`src/rtl/mem_access_initiator.sv`:
```
// MEM-stage load/store initiator: latches one access from EX, issues a single
// req/ack transaction on the data-memory port, and returns extended load data.
module mem_access_initiator #(
    parameter int TIMEOUT = 255
) (
    input  logic        clk,
    input  logic        rst,
    input  logic        ex_valid,
    input  logic        ex_memrd,
    input  logic        ex_memwr,
    input  logic [63:0] ex_addr,
    input  logic [63:0] ex_wdata,
    input  logic [1:0]  ex_size,
    input  logic        ex_unsigned,
    output logic        stall,
    output logic        wb_valid,
    output logic [63:0] wb_rdata,
    output logic        misalign,
    output logic        timeout_err,
    output logic        dm_req,
    output logic        dm_we,
    output logic [63:0] dm_addr,
    output logic [63:0] dm_wdata,
    output logic [7:0]  dm_wstrb,
    input  logic        dm_ack,
    input  logic [63:0] dm_rdata
);

    typedef enum logic [1:0] {IDLE, REQ, RESP} state_t;

    localparam logic [7:0] LAST_CNT = 8'(TIMEOUT - 1);

    state_t      r_state, w_state;
    logic        r_stall, w_stall;
    logic        r_wb_valid, w_wb_valid;
    logic [63:0] r_wb_rdata, w_wb_rdata;
    logic        r_misalign, w_misalign;
    logic        r_tmo, w_tmo;
    logic        r_dm_req, w_dm_req;
    logic        r_dm_we, w_dm_we;
    logic [63:0] r_dm_addr, w_dm_addr;
    logic [63:0] r_dm_wdata, w_dm_wdata;
    logic [7:0]  r_dm_wstrb, w_dm_wstrb;
    logic [7:0]  r_cnt, w_cnt;
    logic [2:0]  r_off, w_off;
    logic [1:0]  r_size, w_size;
    logic        r_uns, w_uns;

    logic        w_accept;
    logic        w_misal;
    logic [7:0]  w_strb_base;

    // Shift the addressed bytes down to bit 0, keep the sized field, extend it.
    function automatic logic [63:0] fmt_load(input logic [63:0] d, input logic [2:0] off,
                                             input logic [1:0] size, input logic uns);
        logic [63:0]        s;
        logic signed [7:0]  b;
        logic signed [15:0] h;
        logic signed [31:0] w;
        logic signed [63:0] r;
        s = d >> {off, 3'b000};
        b = s[7:0];
        h = s[15:0];
        w = s[31:0];
        case (size)
            2'd0:    r = uns ? {56'd0, s[7:0]}  : 64'(b);
            2'd1:    r = uns ? {48'd0, s[15:0]} : 64'(h);
            2'd2:    r = uns ? {32'd0, s[31:0]} : 64'(w);
            default: r = s;
        endcase
        return r;
    endfunction

    assign w_accept = ex_valid & (ex_memrd | ex_memwr);

    always_comb begin
        w_misal     = 1'b0;
        w_strb_base = 8'hFF;
        case (ex_size)
            2'd0: begin w_misal = 1'b0;          w_strb_base = 8'h01; end
            2'd1: begin w_misal = ex_addr[0];    w_strb_base = 8'h03; end
            2'd2: begin w_misal = |ex_addr[1:0]; w_strb_base = 8'h0F; end
            default: begin w_misal = |ex_addr[2:0]; w_strb_base = 8'hFF; end
        endcase
    end

    always_comb begin
        w_state    = r_state;
        w_stall    = 1'b0;
        w_wb_valid = 1'b0;
        w_wb_rdata = 64'd0;
        w_misalign = 1'b0;
        w_tmo      = 1'b0;
        w_dm_req   = r_dm_req;
        w_dm_we    = r_dm_we;
        w_dm_addr  = r_dm_addr;
        w_dm_wdata = r_dm_wdata;
        w_dm_wstrb = r_dm_wstrb;
        w_cnt      = r_cnt;
        w_off      = r_off;
        w_size     = r_size;
        w_uns      = r_uns;
        case (r_state)
            REQ: begin
                if (dm_ack) begin
                    w_state    = RESP;
                    w_dm_req   = 1'b0;
                    w_wb_valid = 1'b1;
                    w_wb_rdata = r_dm_we ? 64'd0 : fmt_load(dm_rdata, r_off, r_size, r_uns);
                end else if (r_cnt == LAST_CNT) begin
                    w_state    = RESP;
                    w_dm_req   = 1'b0;
                    w_wb_valid = 1'b1;
                    w_tmo      = 1'b1;
                end else begin
                    w_cnt   = r_cnt + 8'd1;
                    w_stall = 1'b1;
                end
            end
            default: begin
                // IDLE and RESP both accept; RESP falls back to IDLE otherwise.
                w_state  = IDLE;
                w_dm_req = 1'b0;
                if (w_accept) begin
                    if (w_misal) begin
                        w_state    = RESP;
                        w_wb_valid = 1'b1;
                        w_misalign = 1'b1;
                    end else begin
                        w_state    = REQ;
                        w_stall    = 1'b1;
                        w_dm_req   = 1'b1;
                        w_dm_we    = ex_memwr;
                        w_dm_addr  = {ex_addr[63:3], 3'b000};
                        w_dm_wdata = ex_memwr ? (ex_wdata << {ex_addr[2:0], 3'b000}) : 64'd0;
                        w_dm_wstrb = ex_memwr ? (w_strb_base << ex_addr[2:0]) : 8'd0;
                        w_cnt      = 8'd0;
                        w_off      = ex_addr[2:0];
                        w_size     = ex_size;
                        w_uns      = ex_unsigned;
                    end
                end
            end
        endcase
    end

    always_ff @(posedge clk) begin
        if (rst) begin
            r_state    <= IDLE;
            r_stall    <= 1'b0;
            r_wb_valid <= 1'b0;
            r_wb_rdata <= 64'd0;
            r_misalign <= 1'b0;
            r_tmo      <= 1'b0;
            r_dm_req   <= 1'b0;
            r_dm_we    <= 1'b0;
            r_dm_addr  <= 64'd0;
            r_dm_wdata <= 64'd0;
            r_dm_wstrb <= 8'd0;
            r_cnt      <= 8'd0;
            r_off      <= 3'd0;
            r_size     <= 2'd0;
            r_uns      <= 1'b0;
        end else begin
            r_state    <= w_state;
            r_stall    <= w_stall;
            r_wb_valid <= w_wb_valid;
            r_wb_rdata <= w_wb_rdata;
            r_misalign <= w_misalign;
            r_tmo      <= w_tmo;
            r_dm_req   <= w_dm_req;
            r_dm_we    <= w_dm_we;
            r_dm_addr  <= w_dm_addr;
            r_dm_wdata <= w_dm_wdata;
            r_dm_wstrb <= w_dm_wstrb;
            r_cnt      <= w_cnt;
            r_off      <= w_off;
            r_size     <= w_size;
            r_uns      <= w_uns;
        end
    end

    assign stall       = r_stall;
    assign wb_valid    = r_wb_valid;
    assign wb_rdata    = r_wb_rdata;
    assign misalign    = r_misalign;
    assign timeout_err = r_tmo;
    assign dm_req      = r_dm_req;
    assign dm_we       = r_dm_we;
    assign dm_addr     = r_dm_addr;
    assign dm_wdata    = r_dm_wdata;
    assign dm_wstrb    = r_dm_wstrb;

endmodule

```
`config.mk`:
```
export PLATFORM = sky130hd
export DESIGN_NAME = mem_access_initiator
export DESIGN_NICKNAME = d
export VERILOG_FILES = /design/src/rtl/mem_access_initiator.sv
export SDC_FILE = /design/constraint.sdc
export NUM_CORES = 1
export LEC_CHECK = 0
export CORE_MARGIN = 2
export CORE_UTILIZATION = 45
export CTS_BUF_LIST = sky130_fd_sc_hd__clkbuf_8
export DETAILED_ROUTE_END_ITERATION = 8
export PLACE_DENSITY_LB_ADDON = 0.25
export SLEW_MARGIN = 20
export SYNTH_ARGS = -nofsm -noshare
export SYNTH_HDL_FRONTEND = slang
export SYNTH_SLANG_ARGS = --single-unit
```
`constraint.sdc`:
```
create_clock -name clk -period 3.84 [get_ports clk]
set_input_delay 0.576 -clock clk [delete_from_list [all_inputs] [get_ports clk]]
set_output_delay 0.576 -clock clk [all_outputs]
set_load 0.01 [all_outputs]
```
Word-level counts from Yosys, hierarchy flattened
Cells that the tools add are included.

$mul: 0. Reduce and logical (&&, ||, !) cells: 10. Bitwise logic cells: 5. Equality and inequality tests: 10. Muxes and demuxes: 31. Add/sub/neg operators: 1. Div/mod/pow operators: 0. Shift-type cells: 3. Magnitude comparators: 0.

Operators with widths (number): $mux 64 (4); $pmux 64 s3 (1); $shl 64x6->64 (1); $shr 64x6->64 (1); $mux 8 (6); $pmux 8 s3 (1); $mux 1 (13); $mux 2 (5); $add 8x1->8 const B (1); $eq 8x8->1 const B (1); $shl 8x3->8 (1); $eq 2x1->1 const B (3); $reduce_or 3->1 (2); $eq 2x2->1 const B (2); $logic_not 2->1 (2); $ne 2x2->1 const B (2); $reduce_and 4->1 (1); $reduce_or 2->1 (2); $reduce_or 4->1 (1); $ne 3x3->1 const B (1); $not 1->1 (3); $pmux 1 s3 (1); $reduce_and 3->1 (1); $ne 2x1->1 const B (1); other kinds (3) (3).

Input port bits: 201. Register bits: 219. Bits in latches: 0. Memories kept: 0. Output and inout port bits: 206. ROM bits: 0. Word-level logic and storage cells: 75. RAM bits: 0.

Logic depth before layout (Yosys ltp)
Gate-level depths: netlist (run 1).

Depth in word-level cells: 5. Gate-level depth with buffers: 8. Gate-level depth less buffers: 6.

Worst setup path after synthesis (run 1)
Ideal clock, no wire load.

Kind: input -> register. From: input port ex_size[1]. To: register r_dm_wdata[21], in the netlist dm_wdata[21]. Data arrival time: 1.754 ns. Required time: 3.723 ns. Setup time: 0.117 ns. Cell stages on the path: 7. Path buffers: 3. Setup slack: 1.969 ns. Cells stage by stage: buf_2 a21oi_4 o2111a_1 nor2_1 buf_4 buf_4 a22o_1.

Longest elaborated chain between the ends: 4. Elaborated cells on any way between the ends: 6. Those cells by class: eq/ne: 2; mux: 1; bitwise: 1; reduce/logical: 2.

RTL lines: start, declared (RTL line 13) `input logic [1:0] ex_size,`; $eq 2x2->1 (tied with other cells) (RTL line 79) `case (ex_size)`; $pmux 1 s3 * (RTL line 79); $not 1->1 (no source line) *; $reduce_and 3->1 (no source line) *; end signal, assigned (RTL line 174) `r_dm_wdata <= w_dm_wdata;`; end, declared (RTL line 42) `logic [63:0] r_dm_wdata, w_dm_wdata;`.

Every way passes the cells marked *; elsewhere a longest branch is shown, timed or not. A chain may end at the register's enable or synchronous reset.

Final worst setup path (run 1)
From: register r_off[1]. To: register r_wb_rdata[45], in the netlist wb_rdata[45].

Longest elaborated chain between the ends: 3. Elaborated cells on any way between the ends: 5. Those cells by class: shift: 1; mux: 4.

RTL lines: start, declared (RTL line 45) `logic [2:0] r_off, w_off;`; start signal, assigned (RTL line 177) `r_off <= w_off;`; $shr 64x6->64 * (RTL line 61) `s = d >> {off, 3'b000};`; $mux 64, on equally long branches (RTL line 68, 66, 67); $pmux 64 s3 * (RTL line 65) `case (size)`; end signal, assigned (RTL line 168) `r_wb_rdata <= w_wb_rdata;`; end, declared (RTL line 36) `logic [63:0] r_wb_rdata, w_wb_rdata;`.

Marked as above.

==> load_flow_metrics.sql, run 1 <==
INSERT INTO impl_metrics (metric_group, metric, value, unit) VALUES
('layout', 'mostFrequentLayoutCells', 'sky130_fd_sc_hd__clkdlybuf4s50_1, sky130_fd_sc_hd__nand2_1, sky130_fd_sc_hd__dfxtp_1', ''),
('routing', 'drt_iter0_markers', '905', ''),
('routing', 'met1_length', '15020', 'microns'),
('die', 'core-area', '0.02496', 'sq mm'),
('sta', 'fin_crit', '2374', 'ps'),
('run', 'max_cap_violations', '0', ''),
('die', 'rows', '58', ''),
('cts', 'clock-root-buffer', 'sky130_fd_sc_hd__clkbuf_8', ''),
('critical_path', 'endpoint_kind', 'flip-flop', ''),
('min_path', 'worstHoldPathType', 'in -> reg', ''),
('sta', 'setup_repair_after_global_routing_missed_its_margin', 'no', ''),
('sta', 'max-slew-margin-rel', '0.3021', ''),
('cts', 'clock_tree_from_tritoncts', 'yes', ''),
('sta', 'timing.fmax', '421.2', 'MHz'),
('routing', 'detail_route.wl_per_cell', '20.09', 'microns'),
('cts', 'post_cts_resize_count', '0', ''),
('die', 'initial_core_util', '0.4557', ''),
('power', 'leakagePower', '0.005708', 'uW'),
('synthesis', 'number_of_enable_type_register_cells_in_the_synthesized_netlist', '0', ''),
('place', 'dp_slack', '977.9', 'ps'),
('global_route', 'wire_length_of_the_first_global_routing_pass', '57230', 'microns'),
('cts', 'htree_num_levels', '2', ''),
('sta', 'clock-skew-final', '20.03', 'ps'),
('routing', 'vias_per_cell', '5.687', ''),
('sta', 'report.final.setup_viol', '0', ''),
('routing', 'remaining_drc_errors', '0', ''),
('die', 'floorplan.die.height', '163.0', 'microns'),
('layout', 'area.growth.synth_to_final', '41.65', '%'),
('sta', 'slew_viol_final', '0', ''),
('power', 'pwr_dens', '345.9', 'mW/mm^2'),
('cts', 'cts.sink_count', '218', ''),
('cts', 'numCtsBuffers', '39', ''),
('synthesis', 'yosysWarningCount', '0', ''),
('layout', 'fillers', '2050', ''),
('cts', 'worst_path_clk_slew', '60', 'ps'),
('critical_path', 'timing.critical_path.fanout_max', '48', ''),
('die', 'die_w', '163.0', 'microns'),
('sta', 'finalHoldWorstSlack', '433.7', 'ps'),
('routing', 'met3_length', '4000', 'microns'),
('synthesis', 'synth.lib_cells_used.distinct', '63', ''),
('layout', 'final_nets', '1708', ''),
('layout', 'layout_commonest_cell', 'sky130_fd_sc_hd__clkdlybuf4s50_1', ''),
('sta', 'post-route-worst-setup-slack', '1466', 'ps'),
('place', 'portBuffers', '403', ''),
('critical_path', 'path_class', 'reg -> reg', ''),
('routing', 'detail_route.first_pass.iterations', '5', ''),
('sta', 'worst_slew_pin_slew', '1041', 'ps'),
('synthesis', 'avgSynthCellArea', '9.849', 'sq um'),
('routing', 'top_signal_layer_used', 'met4', ''),
('synthesis', 'synth_sequential_area_ratio', '0.3836', ''),
('synthesis', 'syn_inst', '1155', ''),
('synthesis', 'postSynth.asyncResetShare', '0', ''),
('cts', 'cts_buffer_depth', '3', ''),
('routing', 'postRouteWirelength', '37430', 'microns'),
('die', 'die_area', '0.02657', 'sq mm'),
('global_route', 'grt_max_degree', '75', ''),
('critical_path', 'regToRegSetupSlack', '1470', 'ps'),
('global_route', 'antenna_found_initial', '0', ''),
('place', 'finalWeightedCongestion', '0.8993', ''),
('critical_path', 'worstPathArrival', '2740', 'ps'),
('routing', 'total_via_count_after_detailed_routing', '10590', ''),
('sta', 'final_hold_viol_count', '0', ''),
('power', 'power.total', '5574', 'uW'),
('critical_path', 'timing.critical_path.required', '4200', 'ps'),
('routing', 'wl_met2', '17300', 'microns'),
('global_route', 'globalRoute.totalOverflow', '0', ''),
('sta', 'setup_tns', '0', 'ps'),
('place', 'hpwl', '26950', 'microns'),
('synthesis', 'synthesized_cell_area', '0.01138', 'sq mm'),
('die', 'pin_count', '407', ''),
('layout', 'num_antenna_cells', '0', ''),
('critical_path', 'startpoint_type', 'flip-flop', ''),
('layout', 'layout-drive-gt1-share', '0.1363', ''),
('cts', 'post_cts_buffers', '0', ''),
('routing', 'residual_antenna_violating_net_count_after_detailed_routing', '0', ''),
('cts', 'clock_insertion_delay_worst_skew', '540', 'ps'),
('synthesis', 'most_instantiated_flip_flop_cell_in_the_synthesis_netlist', 'sky130_fd_sc_hd__dfxtp_1', ''),
('synthesis', 'synth-seq-cells', '218', ''),
('global_route', 'via_count_of_the_first_global_routing_pass', '10180', ''),
('global_route', 'grt_usage', '0.2742', ''),
('cts', 'cts_hold_repair.buffers', '0', ''),
('sta', 'post-route-period-util', '0.6183', ''),
('power', 'max-vdd-ir-drop', '0.0002744', 'V'),
('status', 'status', 'complete, no violations', '');
## cells by family (layout without fill, tap and decap cells)
kind of cell	after synthesis	count (layout)	share of synthesized area
compound gates	312	312	0.2128
xor+xnor	5	5	0.003849
fa+ha+maj	2	2	0.002199
buf+inv	133	509	0.06896
flops	218	218	0.3836
mux	160	160	0.2016
other cells	1	3	0.0003296
simple gates	324	324	0.1266
## Yosys cell counts, types with 3 or more instances
cell / instances / area share
sky130_fd_sc_hd__nor3_1: 13 / 0.0057
sky130_fd_sc_hd__nand4_1: 6 / 0.0033
sky130_fd_sc_hd__and2_1: 3 / 0.0016
sky130_fd_sc_hd__and3_1: 3 / 0.0016
sky130_fd_sc_hd__or2_2: 3 / 0.0016
sky130_fd_sc_hd__o211ai_1: 9 / 0.0059
sky130_fd_sc_hd__a31oi_1: 16 / 0.0088
sky130_fd_sc_hd__o21ai_0: 21 / 0.0092
sky130_fd_sc_hd__a21oi_1: 105 / 0.046
sky130_fd_sc_hd__a22oi_1: 10 / 0.0066
sky130_fd_sc_hd__xor2_1: 5 / 0.0038
sky130_fd_sc_hd__a41oi_2: 28 / 0.040
sky130_fd_sc_hd__a21o_1: 5 / 0.0033
sky130_fd_sc_hd__a22o_1: 35 / 0.027
sky130_fd_sc_hd__o2bb2ai_1: 56 / 0.043
sky130_fd_sc_hd__nand3_1: 4 / 0.0018
sky130_fd_sc_hd__mux2_2: 23 / 0.023
sky130_fd_sc_hd__mux2i_1: 84 / 0.074
sky130_fd_sc_hd__inv_1: 12 / 0.0040
sky130_fd_sc_hd__mux4_2: 53 / 0.10
sky130_fd_sc_hd__or3_1: 4 / 0.0022
sky130_fd_sc_hd__buf_2: 32 / 0.014
sky130_fd_sc_hd__buf_6: 21 / 0.021
sky130_fd_sc_hd__nand2_1: 228 / 0.075
sky130_fd_sc_hd__buf_4: 23 / 0.015
sky130_fd_sc_hd__nand2b_1: 21 / 0.012
sky130_fd_sc_hd__o21bai_1: 7 / 0.0046
sky130_fd_sc_hd__a41oi_1: 4 / 0.0031
sky130_fd_sc_hd__clkbuf_1: 41 / 0.014
sky130_fd_sc_hd__nor2_1: 21 / 0.0069
sky130_fd_sc_hd__dfxtp_1: 218 / 0.38
sky130_fd_sc_hd__nor2b_1: 6 / 0.0033
## worst paths after layout
check                           start                        to  depth (start not counted)
max reg2reg     r_off[1]$_SDFFE_PP0P_   wb_rdata[45]$_SDFF_PP0_                          5
min                        ex_addr[1]     r_off[1]$_SDFFE_PP0P_                          3
min reg2reg  dm_addr[44]$_SDFFE_PP0P_  dm_addr[44]$_SDFFE_PP0P_                          2
max             r_off[1]$_SDFFE_PP0P_   wb_rdata[45]$_SDFF_PP0_                          5
## stage by stage
step,std cells,utilization,area [sq um]
2_1_floorplan,1157,-,11380
3_3_place_gp,1794,0.6141,15330
3_5_place_dp,1794,0.6141,15330
4_1_cts,1863,0.6455,16110
5_1_grt,1863,0.6455,16110
6_report,1863,0.6455,16110
## state kept, by name, indices dropped and copies added, names as in the netlist
name         count
wb_valid         1
dm_wstrb         8
stall            1
wb_rdata        64
r_off            3
dm_we            1
timeout_err      1
misalign         1
r_size           2
dm_wdata        64
r_uns            1
dm_addr         61
r_cnt            8
dm_req           1
r_state          1
## per-layer routing
metal	up-vias	track usage
met5	-	0
met3	74	0.07054
met4	0	0.09332
li1	4930	-
met1	5016	0.3541
met2	574	0.4468
## final cells by class
cell class              instances  area, sq um  area share
multi-input cells             806         6272      0.3892
clock inverters                17        67.56    0.004193
clock buffers                  52        715.7     0.04441
flip-flops and latches        218         4372      0.2713
inverters                      14        52.55    0.003261
well taps                     330        412.9     0.02562
repair buffers                426         4222      0.2620
## worst max-delay path, cell delays in order, from the launching register on
cell,delay [ps]
sky130_fd_sc_hd__dfxtp_4,710
sky130_fd_sc_hd__mux2i_1,430
sky130_fd_sc_hd__a22oi_2,140
sky130_fd_sc_hd__nand4_1,100
sky130_fd_sc_hd__buf_4,550
sky130_fd_sc_hd__a41oi_2,230
## power breakdown
group,internal [uW],switching [uW],leakage [uW]
Sequential,2320,48.6,0.00177
Clock,1200,952,0.000460
Combinational,541,506,0.00348
(Power assumes the default switching activity.)
==> run 2: changes to the inputs <==
==> constraint.sdc (replaced) <==
create_clock -name clk -period 2.2 [get_ports clk]
set_input_delay 0.33 -clock clk [delete_from_list [all_inputs] [get_ports clk]]
set_output_delay 0.33 -clock clk [all_outputs]
set_load 0.01 [all_outputs]
==> load_flow_metrics.sql, run 2 (synthesis gave the netlist of run 1 again) <==
INSERT INTO impl_metrics (metric_group, metric, value, unit) VALUES
('status', 'status', 'complete, no violations', ''),
('cts', 'htree_num_levels', '2', ''),
('critical_path', 'worstPathArrival', '2380', 'ps'),
('cts', 'post_cts_resize_count', '0', ''),
('cts', 'post_cts_buffers', '0', ''),
('power', 'leakagePower', '0.005929', 'uW'),
('routing', 'remaining_drc_errors', '0', ''),
('routing', 'detail_route.first_pass.iterations', '6', ''),
('sta', 'report.final.setup_viol', '0', ''),
('critical_path', 'endpoint_kind', 'flip-flop', ''),
('layout', 'layout_commonest_cell', 'sky130_fd_sc_hd__clkdlybuf4s50_1', ''),
('layout', 'area.growth.synth_to_final', '45.68', '%'),
('cts', 'cts_buffer_depth', '3', ''),
('sta', 'setup_repair_after_global_routing_missed_its_margin', 'no', ''),
('sta', 'worst_slew_pin_slew', '877.8', 'ps'),
('cts', 'clock_insertion_delay_worst_skew', '530', 'ps'),
('die', 'die_area', '0.02657', 'sq mm'),
('sta', 'clock-skew-final', '11.03', 'ps'),
('cts', 'clock_tree_from_tritoncts', 'yes', ''),
('min_path', 'hold_path_startpoint', 'rst', ''),
('routing', 'residual_antenna_violating_net_count_after_detailed_routing', '0', ''),
('power', 'max-vdd-ir-drop', '0.0005780', 'V'),
('sta', 'fin_crit', '2004', 'ps'),
('place', 'portBuffers', '403', ''),
('cts', 'cts_hold_repair.buffers', '0', ''),
('place', 'finalWeightedCongestion', '0.9080', ''),
('sta', 'final_hold_viol_count', '0', ''),
('cts', 'numCtsBuffers', '39', ''),
('routing', 'total_via_count_after_detailed_routing', '10740', ''),
('critical_path', 'rr_endpoint', 'wb_rdata[61]$_SDFF_PP0_', ''),
('layout', 'fillers', '2063', ''),
('sta', 'timing.fmax', '498.9', 'MHz'),
('routing', 'vias_per_cell', '5.664', ''),
('critical_path', 'rr_worst_depth', '5', ''),
('cts', 'clock-root-buffer', 'sky130_fd_sc_hd__clkbuf_8', ''),
('routing', 'postRouteWirelength', '38770', 'microns'),
('layout', 'layout-drive-gt1-share', '0.1579', ''),
('critical_path', 'path_class', 'reg -> reg', ''),
('die', 'rows', '58', ''),
('global_route', 'grt_max_degree', '63', ''),
('global_route', 'use_met2', '0.4590', ''),
('sta', 'max-slew-margin-rel', '0.4136', ''),
('place', 'hpwl', '28420', 'microns'),
('global_route', 'globalRoute.totalOverflow', '0', ''),
('critical_path', 'startpoint_type', 'flip-flop', ''),
('global_route', 'antenna_found_initial', '2', ''),
('cts', 'worst_path_clk_slew', '60', 'ps'),
('power', 'pwr_dens', '590.9', 'mW/mm^2'),
('critical_path', 'critPathLaunch', 'r_off[1]$_SDFFE_PP0P_', ''),
('power', 'power.total', '9792', 'uW'),
('sta', 'slew_viol_final', '0', ''),
('die', 'floorplan.die.height', '163.0', 'microns'),
('die', 'pin_count', '407', ''),
('layout', 'stdcell_count', '1896', ''),
('critical_path', 'crit_end', 'wb_rdata[61]$_SDFF_PP0_', ''),
('global_route', 'grt.met3_usage', '0.08454', ''),
('min_path', 'worstHoldPathType', 'in -> reg', ''),
('die', 'initial_core_util', '0.4557', ''),
('critical_path', 'timing.critical_path.fanout_max', '56', ''),
('global_route', 'wire_length_of_the_first_global_routing_pass', '58640', 'microns'),
('critical_path', 'timing.critical_path.required', '2570', 'ps'),
('die', 'core-area', '0.02496', 'sq mm'),
('global_route', 'grt_usage', '0.2818', ''),
('cts', 'cts.sink_count', '218', ''),
('critical_path', 'regToRegSetupSlack', '200', 'ps'),
('place', 'numPlacedInstances', '1829', ''),
('global_route', 'grt_use_met1', '0.3489', ''),
('layout', 'final_nets', '1743', ''),
('run', 'max_cap_violations', '0', ''),
('routing', 'drt_iter0_markers', '888', ''),
('die', 'die_w', '163.0', 'microns'),
('global_route', 'grt_most_used_layer', 'met2', ''),
('sta', 'post-route-period-util', '0.9111', ''),
('layout', 'mostFrequentLayoutCells', 'sky130_fd_sc_hd__clkdlybuf4s50_1, sky130_fd_sc_hd__nand2_1, sky130_fd_sc_hd__dfxtp_1', ''),
('global_route', 'via_count_of_the_first_global_routing_pass', '10580', ''),
('routing', 'detail_route.wl_per_cell', '20.45', 'microns'),
('critical_path', 'crit-reg2reg-launch', 'r_off[1]$_SDFFE_PP0P_', '');
[run 2: changes by cell type in the layout (fill, tap and decap cells not counted), sizes merged]
cell | before | now
clkinvlp | 0 | 1
buf | 26 | 61
clkbuf | 52 | 50
diode | 0 | 2
clkinv | 3 | 6
inv | 28 | 22
[run 2: worst min-delay path by stage]
stage / to / slack (ps) / cells after the start
after floorplan: dm_wdata[0]$_SDFFE_PP0P_ / 460 / 1
after global placement: dm_addr[39]$_SDFFE_PP0P_ / 440 / 2
after detailed placement: dm_addr[12]$_SDFFE_PP0P_ / 450 / 2
after CTS: r_uns$_SDFFE_PP0P_ / 220 / 3
after global routing: r_off[0]$_SDFFE_PP0P_ / 250 / 3
final: r_off[0]$_SDFFE_PP0P_ / 250 / 3
[run 2: layout make-up]
| cell class | count | area (sq um) | area share |
|---|---|---|---|
| multi-input combinational | 806 | 6272 | 0.3785 |
| timing repair buffer | 461 | 4697 | 0.2834 |
| sequential | 218 | 4372 | 0.2638 |
| clock buffer | 50 | 688.2 | 0.04153 |
| tap | 330 | 412.9 | 0.02492 |
| clock inverter | 15 | 72.57 | 0.004379 |
| inverter | 14 | 52.55 | 0.003171 |
| antenna | 2 | 5.005 | 0.0003020 |
[run 2: stage by stage]
step	hold WS [ps]	setup TNS, ps	area, sq um	worst slack, ps	utilization
final	253.0	0	16570	195.6	0.6638
after global routing	247.9	0	16570	105.4	0.6638
after CTS	219.4	0	16570	198.0	0.6636
after detailed placement	446.7	-1326	15810	-69.38	0.6332
after global placement	440.4	-313.2	15810	-35.88	0.6332
after floorplan	455.5	0	11380	575.4	-
[run 2: report_power, final]
part | total, uW | internal, uW | switching, uW | leakage, uW
Combinational | 1930 | 1020 | 910 | 0.00374
Sequential | 4140 | 4060 | 82.2 | 0.00177
Clock | 3720 | 2030 | 1690 | 0.000425
Total | 9790 | 7110 | 2680 | 0.00593
[run 2: critical path, cell delays in order, from the launching register on]
cell                      delay (ps)
sky130_fd_sc_hd__dfxtp_4         580
sky130_fd_sc_hd__mux2i_1         400
sky130_fd_sc_hd__a22oi_1         170
sky130_fd_sc_hd__nand4_1         180
sky130_fd_sc_hd__buf_12          300
sky130_fd_sc_hd__a41oi_1         170
[run 2: per-layer routing]
metal | wire length [microns] | up-vias | part of all wire
met1 | 15210 | 5088 | 0.39
met4 | 1440 | 0 | 0.037
met3 | 3937 | 97 | 0.10
li1 | - | 5007 | -
met2 | 18180 | 546 | 0.47
met5 | 0 | - | 0
